[config.mk]
export PLATFORM = sky130hd
export DESIGN_NAME = mem_port_arbiter_flat
export DESIGN_NICKNAME = d
export VERILOG_FILES = /design/src/rtl/mem_port_arbiter_pkg.sv /design/src/rtl/mem_port_arbiter_if.sv /design/src/rtl/mem_port_arbiter_req_buf.sv /design/src/rtl/mem_port_arbiter.sv /design/src/flat_wrapper.sv
export SDC_FILE = /design/constraint.sdc
export NUM_CORES = 1
export LEC_CHECK = 0
export BUFFER_PORTS_ARGS = -buffer_cell sky130_fd_sc_hd__buf_2
export CORE_AREA = 2 2 182 184
export DETAILED_ROUTE_END_ITERATION = 10
export DIE_AREA = 0 0 184 186
export HOLD_SLACK_MARGIN = 0.08
export PLACE_DENSITY = 0.62
export SLEW_MARGIN = 20
export SYNTH_ARGS = -nofsm -noshare
export SYNTH_HDL_FRONTEND = slang
export SYNTH_HIERARCHICAL = 1
export SYNTH_SLANG_ARGS = --single-unit
[constraint.sdc]
create_clock -name clk -period 2.2 [get_ports clk]
set_input_delay 0.33 -clock clk [delete_from_list [all_inputs] [get_ports clk]]
set_output_delay 0.33 -clock clk [all_outputs]
set_load 0.03 [all_outputs]
[src/rtl/mem_port_arbiter_pkg.sv]
// Shared types for the instruction/data memory port arbiter.
// Latency: n/a (types only).
// Backpressure: n/a (types only).
package rv32i_types;

    typedef enum logic [1:0] {
        arb_idle    = 2'd0,
        arb_serve_i = 2'd1,
        arb_serve_d = 2'd2
    } arb_state_t;

    typedef struct packed {
        logic [31:0] addr;
        logic [3:0]  rmask;
        logic [3:0]  wmask;
        logic [31:0] wdata;
    } mem_req_t;

    localparam mem_req_t MEM_REQ_NONE = '0;

    // A request is live whenever either byte mask is nonzero.
    function automatic logic req_live(input mem_req_t r);
        return (|r.rmask) || (|r.wmask);
    endfunction

endpackage

[src/rtl/mem_port_arbiter_if.sv]
// Bundle of the imem, dmem and shared memory port signals.
// Latency: n/a (wires only).
// Backpressure: none; requests are one-cycle pulses, completions are one-cycle pulses.
interface mem_port_arbiter_if;
    logic [31:0] imem_addr;
    logic [3:0]  imem_rmask;
    logic [31:0] imem_rdata;
    logic        imem_resp;

    logic [31:0] dmem_addr;
    logic [3:0]  dmem_rmask;
    logic [3:0]  dmem_wmask;
    logic [31:0] dmem_wdata;
    logic [31:0] dmem_rdata;
    logic        dmem_resp;

    logic [31:0] mem_addr;
    logic [3:0]  mem_rmask;
    logic [3:0]  mem_wmask;
    logic [31:0] mem_wdata;
    logic [31:0] mem_rdata;
    logic        mem_resp;

    // Requesters and the memory drive this side.
    modport master (
        output imem_addr, imem_rmask, dmem_addr, dmem_rmask, dmem_wmask, dmem_wdata,
        output mem_rdata, mem_resp,
        input  imem_rdata, imem_resp, dmem_rdata, dmem_resp,
        input  mem_addr, mem_rmask, mem_wmask, mem_wdata
    );

    // The arbiter sits on this side.
    modport slave (
        input  imem_addr, imem_rmask, dmem_addr, dmem_rmask, dmem_wmask, dmem_wdata,
        input  mem_rdata, mem_resp,
        output imem_rdata, imem_resp, dmem_rdata, dmem_resp,
        output mem_addr, mem_rmask, mem_wmask, mem_wdata
    );
endinterface

[src/rtl/mem_port_arbiter_req_buf.sv]
// One-entry holding register for a request that could not issue on arrival.
// Latency: captured request is visible the cycle after load.
// Backpressure: none; the requester protocol guarantees it is never loaded while full.
module mem_req_buf
    import rv32i_types::*;
(
    input  logic     clk,
    input  logic     rst,
    input  logic     load,
    input  logic     clear,
    input  mem_req_t din,
    output logic     vld,
    output mem_req_t dat
);

    // Load takes precedence over clear; both fields return to zero when emptied.
    always_ff @(posedge clk) begin
        if (rst) begin
            vld <= 1'b0;
            dat <= MEM_REQ_NONE;
        end else if (load) begin
            vld <= 1'b1;
            dat <= din;
        end else if (clear) begin
            vld <= 1'b0;
            dat <= MEM_REQ_NONE;
        end
    end

endmodule

[src/rtl/mem_port_arbiter.sv]
// Shares one memory port between imem and dmem, dmem first, one request outstanding.
// Latency: zero added cycles when idle; held requests issue the cycle after mem_resp.
// Backpressure: none; a request that cannot issue is parked in its one-entry buffer.
module mem_port_arbiter
    import rv32i_types::*;
(
    input  logic clk,
    input  logic rst,
    mem_port_arbiter_if.slave bus
);

    arb_state_t state;
    arb_state_t state_next;

    mem_req_t i_live_req;
    mem_req_t d_live_req;
    mem_req_t i_pend;
    mem_req_t d_pend;
    mem_req_t i_cand;
    mem_req_t d_cand;
    mem_req_t issue_req;
    logic     i_live;
    logic     d_live;
    logic     i_pend_vld;
    logic     d_pend_vld;
    logic     i_has;
    logic     d_has;
    logic     issue_i;
    logic     issue_d;
    logic     i_resp;
    logic     d_resp;
    logic     i_load;
    logic     i_clear;
    logic     d_load;
    logic     d_clear;

    // Instruction fetches never write, so their write fields are tied off here.
    assign i_live_req = '{addr: bus.imem_addr, rmask: bus.imem_rmask, wmask: 4'h0, wdata: 32'h0};
    assign d_live_req = '{addr: bus.dmem_addr, rmask: bus.dmem_rmask,
                          wmask: bus.dmem_wmask, wdata: bus.dmem_wdata};

    // Requests seen while in reset are dropped outright.
    assign i_live = !rst && req_live(i_live_req);
    assign d_live = !rst && req_live(d_live_req);

    // A held entry is always older than a live one from the same requester.
    assign i_cand = i_pend_vld ? i_pend : i_live_req;
    assign d_cand = d_pend_vld ? d_pend : d_live_req;
    assign i_has  = i_pend_vld || i_live;
    assign d_has  = d_pend_vld || d_live;

    // Park any live request that did not go out this cycle; free the entry once it issues.
    assign i_load  = i_live && !(issue_i && !i_pend_vld);
    assign i_clear = issue_i && i_pend_vld;
    assign d_load  = d_live && !(issue_d && !d_pend_vld);
    assign d_clear = issue_d && d_pend_vld;

    mem_req_buf u_i_buf (
        .clk   (clk),
        .rst   (rst),
        .load  (i_load),
        .clear (i_clear),
        .din   (i_live_req),
        .vld   (i_pend_vld),
        .dat   (i_pend)
    );

    mem_req_buf u_d_buf (
        .clk   (clk),
        .rst   (rst),
        .load  (d_load),
        .clear (d_clear),
        .din   (d_live_req),
        .vld   (d_pend_vld),
        .dat   (d_pend)
    );

    // State register; reset abandons any outstanding memory access.
    always_ff @(posedge clk) begin
        if (rst) begin
            state <= arb_idle;
        end else begin
            state <= state_next;
        end
    end

    // Grant from idle only (dmem first), complete on mem_resp, never issue on a resp cycle.
    always_comb begin
        state_next = state;
        issue_i    = 1'b0;
        issue_d    = 1'b0;
        issue_req  = MEM_REQ_NONE;
        i_resp     = 1'b0;
        d_resp     = 1'b0;
        if (!rst) begin
            unique case (state)
                arb_idle: begin
                    if (d_has) begin
                        issue_d    = 1'b1;
                        issue_req  = d_cand;
                        state_next = arb_serve_d;
                    end else if (i_has) begin
                        issue_i    = 1'b1;
                        issue_req  = i_cand;
                        state_next = arb_serve_i;
                    end
                end
                arb_serve_i: begin
                    if (bus.mem_resp) begin
                        i_resp     = 1'b1;
                        state_next = arb_idle;
                    end
                end
                arb_serve_d: begin
                    if (bus.mem_resp) begin
                        d_resp     = 1'b1;
                        state_next = arb_idle;
                    end
                end
                default: state_next = arb_idle;
            endcase
        end
    end

    assign bus.mem_addr   = issue_req.addr;
    assign bus.mem_rmask  = issue_req.rmask;
    assign bus.mem_wmask  = issue_req.wmask;
    assign bus.mem_wdata  = issue_req.wdata;
    assign bus.imem_resp  = i_resp;
    assign bus.dmem_resp  = d_resp;
    assign bus.imem_rdata = bus.mem_rdata;
    assign bus.dmem_rdata = bus.mem_rdata;

    // A requester may only raise a new request once it is neither parked nor in flight;
    // the completing cycle itself is allowed.
    a_imem_protocol: assert property (@(posedge clk) disable iff (rst)
        !(i_live && (i_pend_vld || (state == arb_serve_i && !bus.mem_resp))));
    a_dmem_protocol: assert property (@(posedge clk) disable iff (rst)
        !(d_live && (d_pend_vld || (state == arb_serve_d && !bus.mem_resp))));

endmodule

[src/flat_wrapper.sv]
// flat-port wrapper written by rule: the top's interface ports become plain ports
module mem_port_arbiter_flat import rv32i_types::*;
  (clk, rst, bus_imem_addr, bus_imem_rmask, bus_dmem_addr, bus_dmem_rmask, bus_dmem_wmask, bus_dmem_wdata, bus_mem_rdata, bus_mem_resp, bus_imem_rdata, bus_imem_resp, bus_dmem_rdata, bus_dmem_resp, bus_mem_addr, bus_mem_rmask, bus_mem_wmask, bus_mem_wdata);
  mem_port_arbiter_if bus_i ();
  input  logic clk;
  input  logic rst;
  input wire logic [$bits(bus_i.imem_addr)-1:0] bus_imem_addr;
  input wire logic [$bits(bus_i.imem_rmask)-1:0] bus_imem_rmask;
  input wire logic [$bits(bus_i.dmem_addr)-1:0] bus_dmem_addr;
  input wire logic [$bits(bus_i.dmem_rmask)-1:0] bus_dmem_rmask;
  input wire logic [$bits(bus_i.dmem_wmask)-1:0] bus_dmem_wmask;
  input wire logic [$bits(bus_i.dmem_wdata)-1:0] bus_dmem_wdata;
  input wire logic [$bits(bus_i.mem_rdata)-1:0] bus_mem_rdata;
  input wire logic [$bits(bus_i.mem_resp)-1:0] bus_mem_resp;
  output wire logic [$bits(bus_i.imem_rdata)-1:0] bus_imem_rdata;
  output wire logic [$bits(bus_i.imem_resp)-1:0] bus_imem_resp;
  output wire logic [$bits(bus_i.dmem_rdata)-1:0] bus_dmem_rdata;
  output wire logic [$bits(bus_i.dmem_resp)-1:0] bus_dmem_resp;
  output wire logic [$bits(bus_i.mem_addr)-1:0] bus_mem_addr;
  output wire logic [$bits(bus_i.mem_rmask)-1:0] bus_mem_rmask;
  output wire logic [$bits(bus_i.mem_wmask)-1:0] bus_mem_wmask;
  output wire logic [$bits(bus_i.mem_wdata)-1:0] bus_mem_wdata;
  assign bus_i.imem_addr = bus_imem_addr;
  assign bus_i.imem_rmask = bus_imem_rmask;
  assign bus_i.dmem_addr = bus_dmem_addr;
  assign bus_i.dmem_rmask = bus_dmem_rmask;
  assign bus_i.dmem_wmask = bus_dmem_wmask;
  assign bus_i.dmem_wdata = bus_dmem_wdata;
  assign bus_i.mem_rdata = bus_mem_rdata;
  assign bus_i.mem_resp = bus_mem_resp;
  assign bus_imem_rdata = bus_i.imem_rdata;
  assign bus_imem_resp = bus_i.imem_resp;
  assign bus_dmem_rdata = bus_i.dmem_rdata;
  assign bus_dmem_resp = bus_i.dmem_resp;
  assign bus_mem_addr = bus_i.mem_addr;
  assign bus_mem_rmask = bus_i.mem_rmask;
  assign bus_mem_wmask = bus_i.mem_wmask;
  assign bus_mem_wdata = bus_i.mem_wdata;
  mem_port_arbiter u_core (.clk(clk), .rst(rst), .bus(bus_i));
endmodule
======== After elaboration in Yosys (flattened, before gate mapping) ========
Cells that the tools add are included.
storage, ports and cells
  flip-flop bits (word level) ............. 112
  input port bits ......................... 143
  output and inout bits ................... 138
cells by class
  equal/unequal tests ..................... 4
  mux-type cells .......................... 30
  reduce and logical (&&, ||, !) cells .... 24
operator list
  operator            count
  $mux 72             10
  $mux 1              16
  $reduce_or 4->1     3
  $logic_and 1x1->1   8
  $mux 2              3
  $logic_not 1->1     5
  $pmux 2 s2          1
  $reduce_bool 2->1   2
  $logic_or 1x1->1    3
  $ne 3x1->1 const B  1
  $eq 2x1->1 const B  1
  $eq 2x2->1 const B  1
  $logic_not 2->1     1
  $ne 2x1->1 const B  1
  $reduce_and 2->1    1
  $reduce_or 2->1     1

======== Longest topological paths before layout ========
Gate-level depths: netlist of the first run.
  word-level depth ........................ 11
  depth in mapped cells ................... 11
  gate-level depth less buffers ........... 8

======== Hierarchy ========
Netlist of the first run, hierarchy kept.
by module, submodules not included
  module            instances  cells an instance  area each (um^2)  sequential area each (um^2)
  mem_req_buf       2          325                3394.5            1461.4
  mem_port_arbiter  1          307                2819.0            40.0

======== Worst setup path before layout of the first run ========
Ideal clock, no wire load.
  kind .................................... input port to output port
  start point ............................. in bus_dmem_wmask[0]
  end point ............................... out bus_mem_addr[18]
  data arrival time ....................... 2014 ps
  required time ........................... 1870 ps
  slack ................................... -144 ps
  stages on the path ...................... 5
  buffers on the path ..................... 1
  path through ............................ or4_4 > nor4b_4 > nand2_2 > buf_2 > o22ai_1
between the ends
  longest elaborated chain between the ends .. 7
ends and longest elaborated chain
  what               RTL line                    source
  from (decl)        flat_wrapper.sv:11          input wire logic [$bits(bus_i.dmem_wmask)-1:0] bus_dmem_wmask;
  $reduce_or 4->1    mem_port_arbiter_pkg.sv:23  return (|r.rmask) || (|r.wmask);
  $logic_or 1x1->1   mem_port_arbiter_pkg.sv:23
  $logic_and 1x1->1  mem_port_arbiter.sv:44      assign d_live = !rst && req_live(d_live_req);
  $logic_or 1x1->1   mem_port_arbiter.sv:50      assign d_has = d_pend_vld || d_live;
  $mux 72            mem_port_arbiter.sv:98      if (d_has) begin
  $mux 72            mem_port_arbiter.sv:96      unique case (state)
  $mux 72            mem_port_arbiter.sv:95      if (!rst) begin
  to (decl)          flat_wrapper.sv:19          output wire logic [$bits(bus_i.mem_addr)-1:0] bus_mem_addr;
No other way between the ends.

======== Worst setup path after layout of the first run ========
  start point ............................. in bus_dmem_wmask[0]
  end point ............................... out bus_mem_addr[26]
The elaborated chain is that of the path after synthesis.

==> flow_metrics.tcl, run 1 <==
set metrics [dict create \
    drc 0 \
    worstSetupStartpointType "input pin" \
    num_vias 7437 \
    hold_viol_final 0 \
    cts_root_buf "clkbuf_16" \
    r2r_setup_slack_ns -0.04 \
    holdCritStartpoint "bus_dmem_addr[29]" \
    power_density_nw_per_um2 771 \
    seqCellArea_sq_um 2970 \
    fp.dieH_um 186 \
    arrival_ns 2.21 \
    initial_core_util_pct 29.8 \
    holdCritPathClass "in -> reg" \
    maxCapViolCount 0 \
    synth_warnings 6 \
    worst_pin_slew_ns 0.980 \
    cpMaxStageDelayCell "or4_4" \
    irDropWorstVdd_mv 0.492 \
    r2r-start "u_core/state[0]" \
    total_power_uw 10100 \
    htree_levels 4 \
    netlist_top_cells_count "dfxtp_1, inv_1, nand2_1" \
    ys_ff_latch 148 \
    whs_path_depth 3 \
    drt-total-wl_mm 27.8 \
    grt_max_degree 91 \
    cts_buffers 17 \
    synth_area_leader_cell "dfxtp_1" \
    layout.cells.non_filler 1544 \
    insertion_delay_ns 0.43 \
    hold_slack_ns 0.164 \
    crit_type "in -> out" \
    avgViaCountPerCell 4.82 \
    setup_ws_ns -0.337 \
    rr_endpoint "u_core/u_i_buf/dat[8]" \
    finalSetupViolCount 111 \
    relSlewSlack_pct 34.7 \
    avgSynthCellArea_sq_um 10.0 \
    io_buffers 184 \
    rsz0062_at_grt "true" \
    io_pins 281 \
    synth_area_sq_um 9610 \
    fin_crit_sh_pct 115 \
    synth.distinct_cells 37 \
    dp_slack_ns -0.348 \
    crit_fanout 6 \
    finalNetCount 1269 \
    dp_hpwl_mm 16.7 \
    gp_congestion 0.718 \
    clock-sinks 148 \
    synth_top_flop_cell "dfxtp_1" \
    clkTransAtPathRegs_ns 0.07 \
    status "complete, but fails checks" \
    drtIter0Drc 291 \
    grt_util_all_layers_pct 15.4 \
    cp_common_cell "buf_6" \
    wl_per_cell_um 18.0 \
    ant_nets 0 \
    r2r.worst_path.cells 11 \
    drive_gt1_share_pct 46.2 \
    max_stage_delay_ns 0.57 \
    antenna_found_initial 4 \
    grt_pass1_wl_mm 40.9 \
    dp.cells 1477 \
    p_leak_uw 0.00471 \
    num_rows 66 \
    skew_ns 0.00739 \
    crit_chain "buf_6 -> or4_4 -> or3_4 -> nand2b_4 -> buf_6 -> buf_12 -> o22ai_1 -> buf_4" \
    multi_input_area_sq_um 5880 \
    core_sq_um 32200 \
    synthArstFlopShare_pct 0 \
    grt_pass1_vias 7431 \
    critPathTopFamily "simple AND/OR/NAND/NOR gates" \
    critical_path_buf_inv_count 4 \
    tritoncts "yes" \
    fmax_mhz 394 \
    cts_max_path_buffers 2 \
    die_w_um 184 \
    hold_buffers 0 \
    area_growth_pct 35.7 \
    die_area_sq_um 34200 \
    syn_inst 957 \
    violations "negative setup slack" \
    slew_viol_final 0 \
    cp-end-kind "primary output" \
    synth_edf_count 0 \
    layout.filler_cells 3106 \
    seq_area_frac_synth_pct 30.8 \
    min_period_ns 2.54 \
    hold_path_end "u_core/u_d_buf/dat[69]" \
    cp.required_ns 1.87 \
    first_pass_iters 4 \
    synth_top_area_share_pct 30.8 \
    ys_top_cells_by_area "dfxtp_1, o32ai_2, mux2i_1" \
    fin_setup_tns_ns -19.60 \
    overflow 0 \
    synth_most_common_cell "dfxtp_1" \
]
-- worst max path at each step --
stage                                  from                to  slack [ns]  cells after the start
after CTS                   u_core/state[0]  bus_mem_wdata[4]       -0.32                     10
after floorplan           bus_dmem_rmask[0]  bus_mem_addr[18]       -0.14                      5
after global routing        u_core/state[0]  bus_mem_addr[27]       -0.43                     10
after global placement    bus_dmem_rmask[0]  bus_mem_wdata[0]       -0.33                      7
after detailed placement  bus_dmem_rmask[0]  bus_mem_wdata[0]       -0.35                      7
final                     bus_dmem_wmask[0]  bus_mem_addr[26]       -0.34                      8
-- cells in the final DEF, fill, tap and decap left out, drive strengths merged, types with 2 or more instances in the layout --
master    instances
buf             256
inv             148
dfxtp           148
nand2           145
o32ai           142
mux2i           108
conb             36
o2bb2ai          36
o22ai            36
clkbuf           25
clkinv            6
nand2b            6
nor2              5
a21oi             5
clkinvlp          4
or2               3
o21a              3
ha                3
bufinv            2
or4               2
and3b             2
or3b              2
nor2b             2
nor3              2
-- metal layers --
layer	share of wire (%)	track usage (%)	up-vias
li1	-	-	3612
met1	44	18.7	3612
met2	49	26.2	177
met3	6.0	5.01	30
met4	1.2	4.13	6
met5	0.13	0	-
-- cell families (layout without fill, tap and decap cells) --
logic type	count (synthesis)	count (layout)	share of synthesized area (%)
buffers and inverters	303	442	17.8
AOI/OAI and AO/OA	223	225	32.0
and+or+nand+nor	171	173	7.72
DFF	148	148	30.8
muxes	108	108	11.3
adders and majority gates	3	3	0.391
other	1	37	0.0390
-- layout make-up --
class | instances | share of cell area (%)
Antenna cell | 1 | 0.0192
Clock buffer | 18 | 3.29
Clock inverter | 13 | 1.05
Inverter | 147 | 4.23
Multi-Input combinational cell | 545 | 45.1
Sequential cell | 148 | 22.8
Tap cell | 408 | 3.91
Timing Repair Buffer | 264 | 19.6
-- tightest hold or removal path, delay by kind of cell --
family	cells	cell delay [ns]
buffers and inverters	1	0.11
AND/OR/NAND/NOR	1	0.06
AO/OA/AOI/OAI	1	0.05
-- registers in the layout, indices dropped and copies added, names as in the netlist --
| name | count |
|---|---|
| u_core/u_i_buf/vld | 1 |
| u_core/state | 2 |
| u_core/u_i_buf/dat | 72 |
| u_core/u_d_buf/dat | 72 |
| u_core/u_d_buf/vld | 1 |
-- stage by stage --
stage	util (%)	instance area, sq um
detailed placement	33.4	10800
global placement	33.4	10800
finish	40.5	13000
floorplan	-	9880
CTS	39.1	12600
global route	40.5	13000
-- repair_timing --
action                                  in CTS  in global routing
gates resized for setup                    205                 49
pin swaps                                    7                 11
buffers inserted                            16                  4
gates cloned                                 9                 10
endpoints found under the setup margin      75                181
hold endpoints to repair                     0                  0
-- power by group --
| group | leakage (uW) | switching, uW | internal [uW] |
|---|---|---|---|
| sequential | 0.00122 | 169 | 2970 |
| combinational | 0.00323 | 2260 | 1750 |
| clock | 0.000268 | 1250 | 1660 |
No activity file was read; power rests on OpenSTA's default activity.
==> run 2, diff against run 1 <==
Settings changed: ABC_AREA set to 1, CORE_AREA 2 2 182 184 to 2 2 178 180, DIE_AREA 0 0 184 186 to 0 0 180 182.
==> flow_metrics.tcl, run 2 <==
set metrics [dict create \
    synth_most_common_cell "nand2_1" \
    htree_levels 4 \
    p_comb_share_pct 39.5 \
    fmax_mhz 432 \
    holdCritPathClass "in -> reg" \
    netSwitchingPower_uw 3790 \
    gp_congestion 0.807 \
    insertion_delay_ns 0.43 \
    drt-total-wl_mm 32.6 \
    arrival_ns 1.99 \
    crit_fanout 8 \
    io_pins 281 \
    grt_util_all_layers_pct 19.0 \
    ant_nets 0 \
    synth.distinct_cells 26 \
    antenna_found_initial 10 \
    ys_ff_latch 148 \
    setup_ws_ns -0.117 \
    synth_edf_count 0 \
    worst_pin_slew_ns 1.00 \
    clkTransAtPathRegs_ns 0.06 \
    grt_pass1_vias 8885 \
    clkPwrFrac_pct 29.5 \
    overflow 0 \
    maxCapViolCount 0 \
    fp.dieH_um 182 \
    synth_area_leader_cell "dfxtp_1" \
    dp_hpwl_mm 17.8 \
    power_density_nw_per_um2 808 \
    seqPwrFrac_pct 31.1 \
    synth_area_sq_um 9080 \
    total_power_uw 9890 \
    seq_area_frac_synth_pct 32.6 \
    crit_type "reg -> out" \
    cts_max_path_buffers 2 \
    netlist_top_cells_count "nand2_1, dfxtp_1, a21oi_2" \
    die_w_um 180 \
    layout.filler_cells 3181 \
    synth_top_area_share_pct 32.6 \
    avgSynthCellArea_sq_um 6.83 \
    crit_chain "inv_2 -> ha_4 -> inv_4 -> nor2_4 -> inv_2 -> nor2_4 -> buf_12 -> buf_12 -> buf_16 -> nand2_1 -> nand2_1 -> buf_6" \
    max_stage_delay_ns 0.32 \
    synth_top_flop_cell "dfxtp_1" \
    skew_ns 0.0134 \
    finalSetupViolCount 95 \
    violations "negative setup slack" \
    synth_warnings 6 \
    cp.required_ns 1.87 \
    worstSetupStartpointType "flop" \
    finalNetCount 1635 \
    grt_max_degree 74 \
    irDropWorstVdd_mv 0.396 \
    hold_viol_final 0 \
    core_sq_um 31000 \
    synthArstFlopShare_pct 0 \
    syn_inst 1331 \
    mostFrequentLayoutCell "nand2_1" \
    drc 0 \
    ys_top_cells_by_area "dfxtp_1, nand2_1, a21oi_2" \
    avgViaCountPerCell 4.71 \
    tritoncts "yes" \
    min_period_ns 2.32 \
    cpMaxStageDelayCell "dfxtp_2" \
    drive_gt1_share_pct 41.0 \
    clock-sinks 148 \
    grt_pass1_wl_mm 49.0 \
    p_leak_uw 0.00553 \
    cts_root_buf "clkbuf_16" \
    rsz0062_at_grt "true" \
    initial_core_util_pct 29.3 \
    critical_path_buf_inv_count 7 \
    cp-end-kind "primary output" \
    layout_common_cells "nand2_1, nand2_2, dfxtp_1" \
    dp_slack_ns 0.00514 \
    first_pass_iters 5 \
    cts_buffers 17 \
    critPathTopFamily "buffers and inverters" \
    wl_per_cell_um 17.1 \
    fin_crit_sh_pct 105 \
    die_area_sq_um 32800 \
    num_rows 65 \
    top_regs "u_core/u_d_buf/dat (72), u_core/u_i_buf/dat (72), u_core/state (2)" \
    io_buffers 184 \
    area_growth_pct 34.6 \
    power.internal_uw 6100 \
    slew_viol_final 0 \
    drtIter0Drc 482 \
    num_vias 8983 \
    relSlewSlack_pct 33.1 \
    p_sw_share_pct 38.3 \
    status "complete, but fails checks" \
]
[run 2: changes by cell type after synthesis, sizes merged, moves of 38 or more]
cell   delta
mux2i   -105
inv     -134
nand2   +611
nand3    +38
o32ai   -142
a21oi   +145
[run 2: cell families (layout without fill, tap and decap cells)]
group           after synthesis  after routing  share of synthesized area (%)
compound gates              155            155                           13.0
mux                           3              3                          0.331
fa+ha+maj                     3              3                          0.413
other cells                   1             39                         0.0413
flops                       148            148                           32.6
buf+inv                     170            305                           14.1
simple gates                851            852                           39.6
[run 2: layer usage]
layer	part of all wire, %	GRT usage, %	up-vias
li1	-	-	4416
met3	7.2	5.66	90
met4	2.8	6.60	12
met2	47	32.2	287
met5	0.23	0	-
met1	43	23.0	4178
[run 2: final timing paths]
path	depth (start not counted)	to	slack, ns	startpoint
worst max-delay path	12	bus_mem_addr[13]	-0.12	u_core/state[1]
worst max register to register	17	u_core/u_i_buf/dat[41]	-0.04	u_core/state[1]
worst min register to register	2	u_core/u_d_buf/dat[15]	0.46	u_core/u_d_buf/dat[15]
worst min-delay path	2	u_core/state[1]	0.15	rst
[run 2: cell type report]
class | count | area [sq um] | area share, %
inverter | 13 | 56.3 | 0.460
timing repair buffer | 260 | 2650 | 21.6
antenna | 3 | 7.51 | 0.0614
multi-input combinational | 1049 | 5470 | 44.8
clock buffer | 17 | 425 | 3.48
clock inverter | 15 | 149 | 1.22
sequential | 148 | 2970 | 24.3
tap | 402 | 503 | 4.11
[run 2: metrics by stage]
step / utilization (%) / TNS (ns) / hold slack (ns) / cell area [sq um] / instances
6_report: 39.5 / -5.39 / 0.152 / 12200 / 1907
3_3_place_gp: 31.7 / 0 / 0.447 / 9840 / 1826
5_1_grt: 39.5 / -20.30 / 0.142 / 12200 / 1906
2_1_floorplan: - / 0 / 0.439 / 9220 / 1366
3_5_place_dp: 31.7 / 0 / 0.452 / 9840 / 1826
4_1_cts: 38.1 / -4.38 / 0.135 / 11800 / 1894
[run 2: worst register-to-register path, cell delays in order (launching register included)]
cell and delay (ns):
dfxtp_2 0.32, inv_2 0.08, ha_4 0.15, inv_4 0.04
nor2_4 0.09, buf_4 0.12, buf_6 0.10, buf_12 0.14
buf_16 0.14, buf_12 0.09, nand4_1 0.10, nand2_2 0.10
inv_4 0.06, nor2_8 0.16, buf_12 0.15, clkbuf_16 0.16
nand2_1 0.06, a21oi_2 0.11
[run 2: power by group through the flow]
stage          combinational [uW]  sequential (uW)  clock [uW]
2_1_floorplan                2270             3100           0
3_3_place_gp                 2660             3120           0
3_5_place_dp                 2690             3120           0
4_1_cts                      3680             3070        2990
5_1_grt                      4170             3100        3100
6_report                     3900             3070        2910
[run 2: what timing repair did]
item | CTS | global route
cloned | 17 | 7
gates resized for setup | 245 | 67
pin swaps | 35 | 17
hold buffers | 0 | 0
buffers inserted | 20 | 4
setup endpoints to repair | 72 | 159
